===== src/rtl/regfile_pkg.sv =====
// Shared register-file constants and the write-command type used by the
// writeback arbiter and anything else that talks to the 32x32 register file.
package regfile_pkg;

  localparam int NUM_REGS   = 32;
  localparam int REG_ADDR_W = 5;
  localparam int XLEN       = 32;
  localparam int ZERO_REG   = 0;

  // One register-file write command: enable, destination, data.
  typedef struct packed {
    logic                  we;
    logic [REG_ADDR_W-1:0] addr;
    logic [XLEN-1:0]       data;
  } rf_wr_cmd_t;

endpackage


===== src/rtl/regfile_write_arbiter_rr_arbiter.sv =====
// Combinational round-robin arbiter. Searches the request vector starting
// at rr_ptr and wrapping modulo NUM_REQ; the first set bit wins. The pointer
// register itself lives in the parent.
module rr_arbiter #(
  parameter int NUM_REQ = 2,
  parameter int IDX_W   = (NUM_REQ > 1) ? $clog2(NUM_REQ) : 1
) (
  input  logic [NUM_REQ-1:0] req,
  input  logic [IDX_W-1:0]   rr_ptr,
  output logic [NUM_REQ-1:0] grant,
  output logic [IDX_W-1:0]   grant_idx,
  output logic               grant_valid
);

  // One extra bit so rr_ptr + offset never overflows before the wrap.
  logic [IDX_W:0] pos;

  // Scan from the farthest offset back to rr_ptr so the nearest request wins.
  always_comb begin
    grant       = '0;
    grant_idx   = '0;
    grant_valid = 1'b0;
    pos         = '0;
    for (int k = NUM_REQ - 1; k >= 0; k--) begin
      pos = {1'b0, rr_ptr} + (IDX_W + 1)'(k);
      if (pos >= (IDX_W + 1)'(NUM_REQ)) begin
        pos = pos - (IDX_W + 1)'(NUM_REQ);
      end
      if (req[pos[IDX_W-1:0]]) begin
        grant                 = '0;
        grant[pos[IDX_W-1:0]] = 1'b1;
        grant_idx             = pos[IDX_W-1:0];
        grant_valid           = 1'b1;
      end
    end
  end

endmodule


===== src/rtl/regfile_write_arbiter.sv =====
// Register-file write-port arbiter: shares the single write port among
// NUM_REQ writeback sources with a valid/ready handshake and a registered
// write command one cycle after acceptance. Writes to x0 are accepted but
// never enabled toward the register file.
// Build option: define REGARB_FIXED_PRIO_EN for fixed priority (lowest index
// wins, no round-robin pointer); default is round-robin.
module regfile_write_arbiter
  import regfile_pkg::*;
#(
  parameter int NUM_REQ = 2,
  parameter int DATA_W  = 32,
  parameter int ADDR_W  = 5,
  parameter int IDX_W   = (NUM_REQ > 1) ? $clog2(NUM_REQ) : 1
) (
  input  logic                      clock,
  input  logic                      reset,
  input  logic                      arb_enable,
  input  logic [NUM_REQ-1:0]        req_valid,
  output logic [NUM_REQ-1:0]        req_ready,
  input  logic [NUM_REQ*ADDR_W-1:0] req_reg,
  input  logic [NUM_REQ*DATA_W-1:0] req_data,
  output logic                      rf_regwrite,
  output logic [ADDR_W-1:0]         rf_write_reg,
  output logic [DATA_W-1:0]         rf_write_data,
  output logic [IDX_W-1:0]          grant_id,
  output logic                      rf_write_fire
);

  logic [NUM_REQ-1:0] req_eligible;
  logic [NUM_REQ-1:0] grant_onehot;
  logic [IDX_W-1:0]   grant_idx;
  logic               grant_valid;
  logic [ADDR_W-1:0]  req_reg_arr  [NUM_REQ];
  logic [DATA_W-1:0]  req_data_arr [NUM_REQ];
  logic [ADDR_W-1:0]  sel_reg;
  logic [DATA_W-1:0]  sel_data;

  // Nothing is granted while disabled or while reset is held, so no source
  // sees ready during reset.
  assign req_eligible = (arb_enable && !reset) ? req_valid : '0;

  // Unpack the flat per-source buses.
  for (genvar gi = 0; gi < NUM_REQ; gi++) begin : g_unpack
    assign req_reg_arr[gi]  = req_reg[gi*ADDR_W +: ADDR_W];
    assign req_data_arr[gi] = req_data[gi*DATA_W +: DATA_W];
  end

`ifdef REGARB_FIXED_PRIO_EN
  // Fixed priority: lowest eligible index wins, independent of history.
  always_comb begin
    grant_onehot = '0;
    grant_idx    = '0;
    grant_valid  = 1'b0;
    for (int i = NUM_REQ - 1; i >= 0; i--) begin
      if (req_eligible[i]) begin
        grant_onehot    = '0;
        grant_onehot[i] = 1'b1;
        grant_idx       = IDX_W'(i);
        grant_valid     = 1'b1;
      end
    end
  end
`else
  logic [IDX_W-1:0] rr_ptr_reg;

  rr_arbiter #(
    .NUM_REQ (NUM_REQ),
    .IDX_W   (IDX_W)
  ) u_rr_arbiter (
    .req         (req_eligible),
    .rr_ptr      (rr_ptr_reg),
    .grant       (grant_onehot),
    .grant_idx   (grant_idx),
    .grant_valid (grant_valid)
  );

  // Advance the pointer past the winner on each transfer; hold otherwise.
  always_ff @(posedge clock or posedge reset) begin
    if (reset) begin
      rr_ptr_reg <= '0;
    end else if (grant_valid) begin
      if (grant_idx == IDX_W'(NUM_REQ - 1)) begin
        rr_ptr_reg <= '0;
      end else begin
        rr_ptr_reg <= grant_idx + 1'b1;
      end
    end
  end
`endif

  // Ready goes only to the granted source; a grant implies a transfer.
  assign req_ready = grant_onehot;
  assign sel_reg   = req_reg_arr[grant_idx];
  assign sel_data  = req_data_arr[grant_idx];

  // Register the accepted command; idle cycles drop the strobes and hold
  // the address/data.
  always_ff @(posedge clock or posedge reset) begin
    if (reset) begin
      rf_regwrite   <= 1'b0;
      rf_write_reg  <= '0;
      rf_write_data <= '0;
      grant_id      <= '0;
      rf_write_fire <= 1'b0;
    end else if (grant_valid) begin
      rf_regwrite   <= (sel_reg != ADDR_W'(ZERO_REG));
      rf_write_reg  <= sel_reg;
      rf_write_data <= sel_data;
      grant_id      <= grant_idx;
      rf_write_fire <= 1'b1;
    end else begin
      rf_regwrite   <= 1'b0;
      rf_write_fire <= 1'b0;
    end
  end

endmodule

===== config.mk =====
export PLATFORM = sky130hd
export DESIGN_NAME = regfile_write_arbiter
export DESIGN_NICKNAME = d
export VERILOG_FILES = /design/src/rtl/regfile_pkg.sv /design/src/rtl/regfile_write_arbiter_rr_arbiter.sv /design/src/rtl/regfile_write_arbiter.sv
export SDC_FILE = /design/constraint.sdc
export NUM_CORES = 1
export LEC_CHECK = 0
export CORE_MARGIN = 1
export CORE_UTILIZATION = 30
export DETAILED_ROUTE_END_ITERATION = 7
export PLACE_DENSITY = 0.68
export REMOVE_ABC_BUFFERS = 1
export SLEW_MARGIN = 20
export SYNTH_ARGS = -nofsm -noshare
export SYNTH_HDL_FRONTEND = slang
export SYNTH_SLANG_ARGS = --single-unit
export TNS_END_PERCENT = 100

===== constraint.sdc =====
create_clock -name clock -period 1.62 [get_ports clock]
set_input_delay 0.324 -clock clock [delete_from_list [all_inputs] [get_ports clock]]
set_output_delay 0.324 -clock clock [all_outputs]
set_load 0.05 [all_outputs]

==> metrics.md, run 1 <==
| Metric | Value |
|---|---|
| Status | finished with violations |
| Violated checks | setup timing |
| Final std cells w/o fill | 369 |
| Max transition margin | 0.800 |
| Core Area | 0.00599 mm^2 |
| Worst path max stage delay | 400 ps |
| Ys async rst share | 1.00 |
| Hold crit path type | input pin to asynchronous set/reset pin |
| DRC | 0 |
| Most frequent cells in the layout | 74 x clkdlybuf4s50_1, 57 x buf_4, 41 x dfrtp_1 |
| CTS root buffer | clkbuf_8 |
| Final Skew | 4.88 ps |
| Gr usage total | 0.178 |
| CTS tree | done |
| LEAKAGE | 1.62 nW |
| Routed Antenna Nets | 0 |
| Post-synth EDFFs | 0 |
| Worst path bufs/invs | 1 |
| Std cell rows | 28 |
| Gate Count Post-Synth | 161 |
| Power Dens Cells | 1150 mW/mm^2 |
| Antenna violations before repair | 0 |
| Unrepaired setup endpoints after global routing | true |
| Synth Warn # | 0 |
| Clock Tree Buf Depth | 2 |
| Post-detail-place hpwl | 4210 um |
| Worst Setup Start Kind | flip-flop |
| Worst-margin pin slew | 299 ps |
| Total number of vias | 1,903 |
| Ant. Diodes | 0 |
| NumNets Final | 372 |
| Clock Power Share | 0.222 |
| Finished Cell Area | 0.00335 mm^2 |
| Crit Path Max Fanout | 3 |
| Synthesis-to-finish area growth | 77.4% |
| Worst path cell trace | nand2b_4 > a211oi_4 > buf_12 |
| Die Y | 81.3 um |
| Final Slew Violations | 0 |
| CTS Hold Bufs | 0 |
| Number of DRC markers in iteration 0 | 106 |
| Clk sinks | 41 |
| Number of max-cap violations | 0 |
| Clk slew on worst S/H paths | 70 ps |
| WL final | 5890 um |
| Port Buffers | 120 |
| Internal power | 2.38 mW |
| Switching Share | 0.380 |
| I/O pin count | 121 |
| First-pass GRT wire length | 8940 um |
| Die W | 81.3 um |
| Delay-heaviest family, CP | flip-flops |
| Dpl cells | 355 |
| Gr ovfl total | 0 |
| Die footprint | 0.00661 mm^2 |
| WS Path Type | flip-flop to output port |
| Post-route worst setup slack | -4.72 ps |
| Critical Path RT | 1300 ps |
| Sw power | 1.46 mW |
| Worst Setup End Kind | output port |
| Slowest stage cell, crit path | dfrtp_1 |
| Combinational share of power | 0.430 |
| Cell variety after synth | 26 |
| Top FF cell, synth | dfrtp_1 |
| DP Area | 0.00318 mm^2 |
| Synthesized flop and latch total | 41 |
| Synthesized area | 0.00189 mm^2 |
| H-tree depth | 2 |
| CTS Buf Count | 5 |
| Worst VDD drop | 541 uV |
| TritonRoute pass-1 iters | 4 |
| Setup-failing EPs final | 1 |
| Fin. Hold Viols | 0 |
| Worst-skew pair later-pin latency | 290 ps |
| Share of layout cells above drive strength 1 | 0.269 |
| GPL Wtd Cong | 0.784 |
| Vias per inst | 5.16 |
| Fin crit period | 1620 ps |
| Mean Syn Cell Area | 11.7 um^2 |
| Vias in the first global route | 1,820 |
| Tcrit/Tclk final | 1.00 |
| Largest net degree at the start of global routing | 42 |
| Max reg flops | 32 |
| # fillers | 558 |
| Commonest non-fill, non-tap cell in the layout | clkdlybuf4s50_1 |
| Reg power frac | 0.348 |
| Routed WL per cell | 15.9 um |
| Critical path arrival | 1300 ps |
| Fmax | 615 MHz |
| Starting Density | 0.315 |
| Seq/Total Area, Yosys | 0.543 |
-- per-layer routing --
metal  part of all wire  up-vias  track usage
li1                   -      894            -
met1               0.44      913        0.236
met2               0.45       90        0.284
met3               0.10        6       0.0528
met4             0.0073        0       0.0429
met5                  0        -            0
-- worst paths after layout --
path	start	to	slack, ps	cells past startpoint
min	reset	rf_write_reg[2]$_DFFE_PP0P_	220	3
max reg2reg	rr_ptr_reg$_DFFE_PP0P_	rf_write_data[1]$_DFFE_PP0P_	130	5
min reg2reg	grant_id$_DFFE_PP0P_	grant_id$_DFFE_PP0P_	500	1
min in group clock	grant_id$_DFFE_PP0P_	grant_id$_DFFE_PP0P_	500	1
max in group asynchronous	reset	rf_write_data[30]$_DFFE_PP0P_	1200	3
max	rr_ptr_reg$_DFFE_PP0P_	req_ready[0]	-5	3
-- synth_stat cells, types with 2 or more instances --
cell type,instances,area [um^2]
a221o_1,32,320
and3_1,32,200
buf_2,5,25.0
buf_6,4,45.0
clkbuf_1,7,26.3
dfrtp_1,41,1030
inv_1,6,22.5
inv_2,2,7.51
nand2_1,2,7.51
nand3_1,5,25.0
nor4_1,2,12.5
o21ai_0,5,25.0
o311ai_1,5,43.8
-- power groups by stage --
stage / registers, mW / clock network, mW / logic, mW
floorplan: 2.00 / 0 / 0.288
global placement: 1.35 / 0 / 1.60
detailed placement: 1.35 / 0 / 1.62
CTS: 1.33 / 0.870 / 1.64
global route: 1.36 / 0.906 / 1.73
finish: 1.33 / 0.853 / 1.65
-- area by class of cell --
class,count,area (um^2),share of cell area
Tap cell,75,93.8,0.0280
Sequential cell,41,1030,0.306
Clock buffer,7,86.3,0.0258
Inverter,8,30.0,0.00897
Clock inverter,1,30.0,0.00897
Timing Repair Buffer,142,1340,0.399
Multi-Input combinational cell,95,747,0.223
-- cell families (layout without fill, tap and decap cells) --
| kind of cell | Yosys count | after routing | synth area share |
|---|---|---|---|
| and+or+nand+nor | 49 | 49 | 0.162 |
| DFF | 41 | 41 | 0.543 |
| buffers and inverters | 25 | 158 | 0.0709 |
| AOI/OAI and AO/OA | 46 | 46 | 0.224 |
-- repair_timing --
action | in CTS | in global routing
gates resized for setup | 8 | 1
setup endpoints to repair | 9 | 2
buffers inserted | 4 | 2
cloned | 0 | 0
pin swaps | 1 | 1
-- stage by stage --
step / total power [mW] / hold WS, ps / util / setup TNS, ps / setup slack, ps
floorplan: 2.29 / 468 / - / -46820 / -1410
global placement: 2.95 / 487 / 0.530 / -10200 / -274
detailed placement: 2.97 / 487 / 0.530 / -11610 / -324
CTS: 3.85 / 214 / 0.556 / -24.5 / -24.5
global route: 4.00 / 265 / 0.559 / -60.3 / -52.2
finish: 3.84 / 218 / 0.559 / -4.72 / -4.72
-- worst register-to-register path, stage by stage (launching register included) --
cell and delay [ps]:
dfrtp_1 400, nand2b_4 170, buf_4 130, buf_4 190
and3_1 200, a221o_1 270
No activity file was read; power rests on OpenSTA's default activity.
==> run 2, diff against run 1 <==
--- a/config.mk
+++ b/config.mk
@@ -8,10 +8,12 @@
 export CORE_MARGIN = 1
 export CORE_UTILIZATION = 30
 export DETAILED_ROUTE_END_ITERATION = 7
-export PLACE_DENSITY = 0.68
+export PLACE_DENSITY = 0.67
 export REMOVE_ABC_BUFFERS = 1
+export SETUP_SLACK_MARGIN = 0.4
 export SLEW_MARGIN = 20
 export SYNTH_ARGS = -nofsm -noshare
 export SYNTH_HDL_FRONTEND = slang
+export SYNTH_HIERARCHICAL = 1
 export SYNTH_SLANG_ARGS = --single-unit
 export TNS_END_PERCENT = 100
==> run 2 against run 1 <==
Compared with the run above:
- register-to-register slack better by 90 ps
- first-iteration DRC count is 74% lower
- die area rose by 4.2%
- power fell by 5.0%
- wire length fell by 2.1%
- clock skew about the same
- the flow now finishes without violations
==> metrics.md, run 2 <==
| Metric | Value |
|---|---|
| Tcrit/Tclk final | 0.924 (was 1.00) |
| Synth area leaders | dfrtp_1 52%, mux2i_1 19%, a21oi_1 9.7%, nor2_1 7.4%, buf_8 2.3% (was dfrtp_1 54%, a221o_1 17%, and3_1 11%, buf_6 2.4%, o311ai_1 2.3%) |
| Final Slew Violations | 0 (unchanged) |
| GPL Wtd Cong | 0.724 (was 0.784) |
| CTS Buf Count | 5 (unchanged) |
| Worst-margin pin slew | 479 ps (was 299 ps) |
| Antenna violations before repair | 0 (unchanged) |
| Commonest non-fill, non-tap cell in the layout | clkdlybuf4s50_1 (unchanged) |
| Clk slew on worst S/H paths | 80 ps (was 70 ps) |
| Worst Setup End Kind | output port (unchanged) |
| Multi-input logic area | 855 um^2 (was 747 um^2) |
| DP Area | 0.00319 mm^2 (was 0.00318 mm^2) |
| Internal power | 2.24 mW (was 2.38 mW) |
| Clock Tree Buf Depth | 2 (unchanged) |
| Seq/Total Area, Yosys | 0.521 (was 0.543) |
| Setup-failing EPs final | 0 (was 1) |
| Synth Warn # | 6 (was 0) |
| Clk sinks | 41 (unchanged) |
| H-tree depth | 2 (unchanged) |
| Worst path max stage delay | 220 ps (was 400 ps) |
| Reg2Reg Launch Point | rr_ptr_reg$_DFFE_PP0P_ (unchanged) |
| Most frequent CP cell | buf_12 |
| Hold crit path type | input pin to asynchronous set/reset pin (unchanged) |
| Worst VDD drop | 533 uV (was 541 uV) |
| Post-Route Utilization | 0.576 (was 0.559) |
| Clock Power Share | 0.201 (was 0.222) |
| Core Area | 0.00635 mm^2 (was 0.00599 mm^2) |
| Share of layout cells above drive strength 1 | 0.263 (was 0.269) |
| Gate Count Post-Synth | 184 (was 161) |
| Critical path arrival | 1170 ps (was 1300 ps) |
| Max reg flops | 32 (unchanged) |
| Synthesized area | 0.00197 mm^2 (was 0.00189 mm^2) |
| Max transition margin | 0.681 (was 0.800) |
| Mean Syn Cell Area | 10.7 um^2 (was 11.7 um^2) |
| CTS root buffer | clkbuf_8 (unchanged) |
| # fillers | 589 (was 558) |
| NumNets Final | 398 (was 372) |
| Slowest stage cell, crit path | a21boi_4 (was dfrtp_1) |
| Post-synth top area share | 0.521 (was 0.543) |
| Port Buffers | 120 (unchanged) |
| Switching Share | 0.386 (was 0.380) |
| Final Skew | 4.38 ps (was 4.88 ps) |
| Unrepaired setup endpoints after global routing | true (unchanged) |
| Critical Path RT | 1300 ps (about the same) |
| DRC | 0 (unchanged) |
| Gr ovfl total | 0 (unchanged) |
| Routed WL per cell | 14.5 um (was 15.9 um) |
| Vias in the first global route | 1,866 (was 1,820) |
| Post-synth EDFFs | 0 (unchanged) |
| Reg power frac | 0.361 (was 0.348) |
| Starting Density | 0.310 (was 0.315) |
| LEAKAGE | 1.53 nW (was 1.62 nW) |
| Status | complete, no violations (was finished with violations) |
| Die footprint | 0.00689 mm^2 (was 0.00661 mm^2) |
| TritonRoute pass-1 iters | 4 (unchanged) |
| WL final | 5760 um (was 5890 um) |
| Top-count cell post-synth | dfrtp_1 (unchanged) |
| First-pass GRT wire length | 9160 um (was 8940 um) |
| Top FF cell, synth | dfrtp_1 (unchanged) |
| Area leader, netlist | dfrtp_1 (unchanged) |
| Die Y | 83.0 um (was 81.3 um) |
| Gr usage total | 0.166 (was 0.178) |
| I/O pin count | 121 (unchanged) |
| Ant. Diodes | 0 (unchanged) |
| Crit Path Max Fanout | 2 (was 3) |
| Worst setup path start | arb_enable (was rr_ptr_reg$_DFFE_PP0P_) |
| Number of DRC markers in iteration 0 | 28 (was 106) |
| Fin. Hold Viols | 0 (unchanged) |
| Worst path bufs/invs | 3 (was 1) |
| Total number of vias | 1,852 (was 1,903) |
| Sequential standard cell area | 0.00103 mm^2 (unchanged) |
| Cell variety after synth | 18 (was 26) |
| Largest net degree at the start of global routing | 38 (was 42) |
| Std cell rows | 29 (was 28) |
| Fin crit period | 1500 ps (was 1620 ps) |
| Fmax | 668 MHz (was 615 MHz) |
| Finished Cell Area | 0.00366 mm^2 (was 0.00335 mm^2) |
| Synthesis-to-finish area growth | 85.6% (was 77.4%) |
| WS Path Type | input pin to output port (was flip-flop to output port) |
| Post-detail-place hpwl | 3680 um (was 4210 um) |
| Synthesized flop and latch total | 41 (unchanged) |
| Die W | 83.0 um (was 81.3 um) |
| Number of max-cap violations | 0 (unchanged) |
| Sw power | 1.41 mW (was 1.46 mW) |
| CTS tree | done (unchanged) |
| Worst-skew pair later-pin latency | 290 ps (about the same) |
| Grt met1 use | 0.212 (was 0.236) |
| Vias per inst | 4.66 (was 5.16) |
| Combinational share of power | 0.438 (was 0.430) |
| CTS Hold Bufs | 0 (unchanged) |
| Met2 Usage GRT | 0.270 (was 0.284) |
| Synth top cells by count | 41 x dfrtp_1, 39 x nor2_1, 38 x a21oi_1, 38 x mux2i_1, 7 x buf_2 (was 41 x dfrtp_1, 32 x a221o_1, 32 x and3_1) |
| Ys async rst share | 1.00 (unchanged) |
| Delay-heaviest family, CP | buffers and inverters (was flip-flops) |
| Worst path cell trace | clkdlybuf4s15_1 > and3_4 > a21boi_4 > buf_12 > buf_12 (was nand2b_4 > a211oi_4 > buf_12) |
| Most frequent cells in the layout | 74 x clkdlybuf4s50_1, 41 x dfrtp_1, 39 x nor2_1 (was 74 x clkdlybuf4s50_1, 57 x buf_4, 41 x dfrtp_1) |
| Routed Antenna Nets | 0 (unchanged) |
| Worst Setup Start Kind | input pin (was flip-flop) |
| Power Dens Cells | 997 mW/mm^2 (was 1150 mW/mm^2) |
| Top Usage Layer GRT | met2 (unchanged) |
| Met3 Use GR | 0.0517 (was 0.0528) |
[run 2: changes by cell type in the layout (fill, tap and decap cells not counted), moves of 32 or more]
cell | before | now
buf_4 | 57 | 21
and3_1 | 32 | 0
mux2i_1 | 0 | 38
nor2_1 | 1 | 39
a221o_1 | 32 | 0
a21oi_1 | 0 | 38
[run 2: layout make-up]
| type | count | area share |
|---|---|---|
| repair buffers | 143 | 0.428 |
| clock buffers | 7 | 0.0264 |
| well taps | 77 | 0.0264 |
| multi-input cells | 125 | 0.234 |
| clock inverters | 1 | 0.00137 |
| flip-flops and latches | 41 | 0.281 |
| inverters | 3 | 0.00308 |
[run 2: final timing paths]
| kind | slack (ps) | cells after the start | to |
|---|---|---|---|
| setup / recovery | 120 | 5 | req_ready[1] |
| hold / removal | 90 | 4 | rf_write_data[13]$_DFFE_PP0P_ |
| setup reg to reg | 220 | 7 | rf_regwrite$_DFF_PP0_ |
| hold reg to reg | 530 | 2 | rf_write_data[19]$_DFFE_PP0P_ |
| max in group asynchronous | 1020 | 4 | rf_write_fire$_DFF_PP0_ |
| min in group clock | 530 | 2 | rf_write_data[19]$_DFFE_PP0P_ |
[run 2: logic make-up (layout without fill, tap and decap cells)]
logic type / after synthesis / count (layout) / share of synthesized area
flops: 41 / 41 / 0.521
simple gates: 45 / 45 / 0.105
buf+inv: 18 / 154 / 0.0673
mux: 39 / 39 / 0.199
compound gates: 41 / 41 / 0.108
[run 2: stage by stage]
step	cells	TNS, ps	worst slack (ps)	hold slack, ps	total power [mW]
after floorplan	169	-170600	-4430	510	2.17
after global placement	375	-12480	-371	493	2.75
after detailed placement	375	-14110	-440	501	2.76
after CTS	391	0	146	84.3	3.56
after global routing	397	0	91.0	91.2	3.82
final	397	0	124	89.0	3.65
[run 2: worst register-to-register path: stages (launching register included)]
cell and delay, ps:
dfrtp_1 380, inv_2 50, a21boi_4 170, buf_12 130, buf_12 130, nor4b_4 180, nor2_1 60, o21a_1 190
[run 2: power by group through the flow]
stage          clock, mW  combinational (mW)  sequential, mW
3_3_place_gp           0                1.44            1.31
5_1_grt            0.804                1.68            1.34
6_report           0.734                1.60            1.32
3_5_place_dp           0                1.45            1.31
2_1_floorplan          0               0.266            1.91
4_1_cts            0.758                1.51            1.29
[run 2: repair_timing]
item                                    CTS  global route
hold endpoints to repair                  0             0
endpoints found under the setup margin   45            69
gates resized for setup                  23            30
cloned                                    3             2
pin swaps                                 4            11
setup buffers                             5             4
[run 2: layer usage]
| metal | vias up | routed length (um) | part of all wire |
|---|---|---|---|
| li1 | 899 | - | - |
| met1 | 866 | 2420 | 0.42 |
| met2 | 80 | 2840 | 0.49 |
| met3 | 7 | 423 | 0.073 |
| met4 | 0 | 77 | 0.013 |
| met5 | - | 0 | 0 |
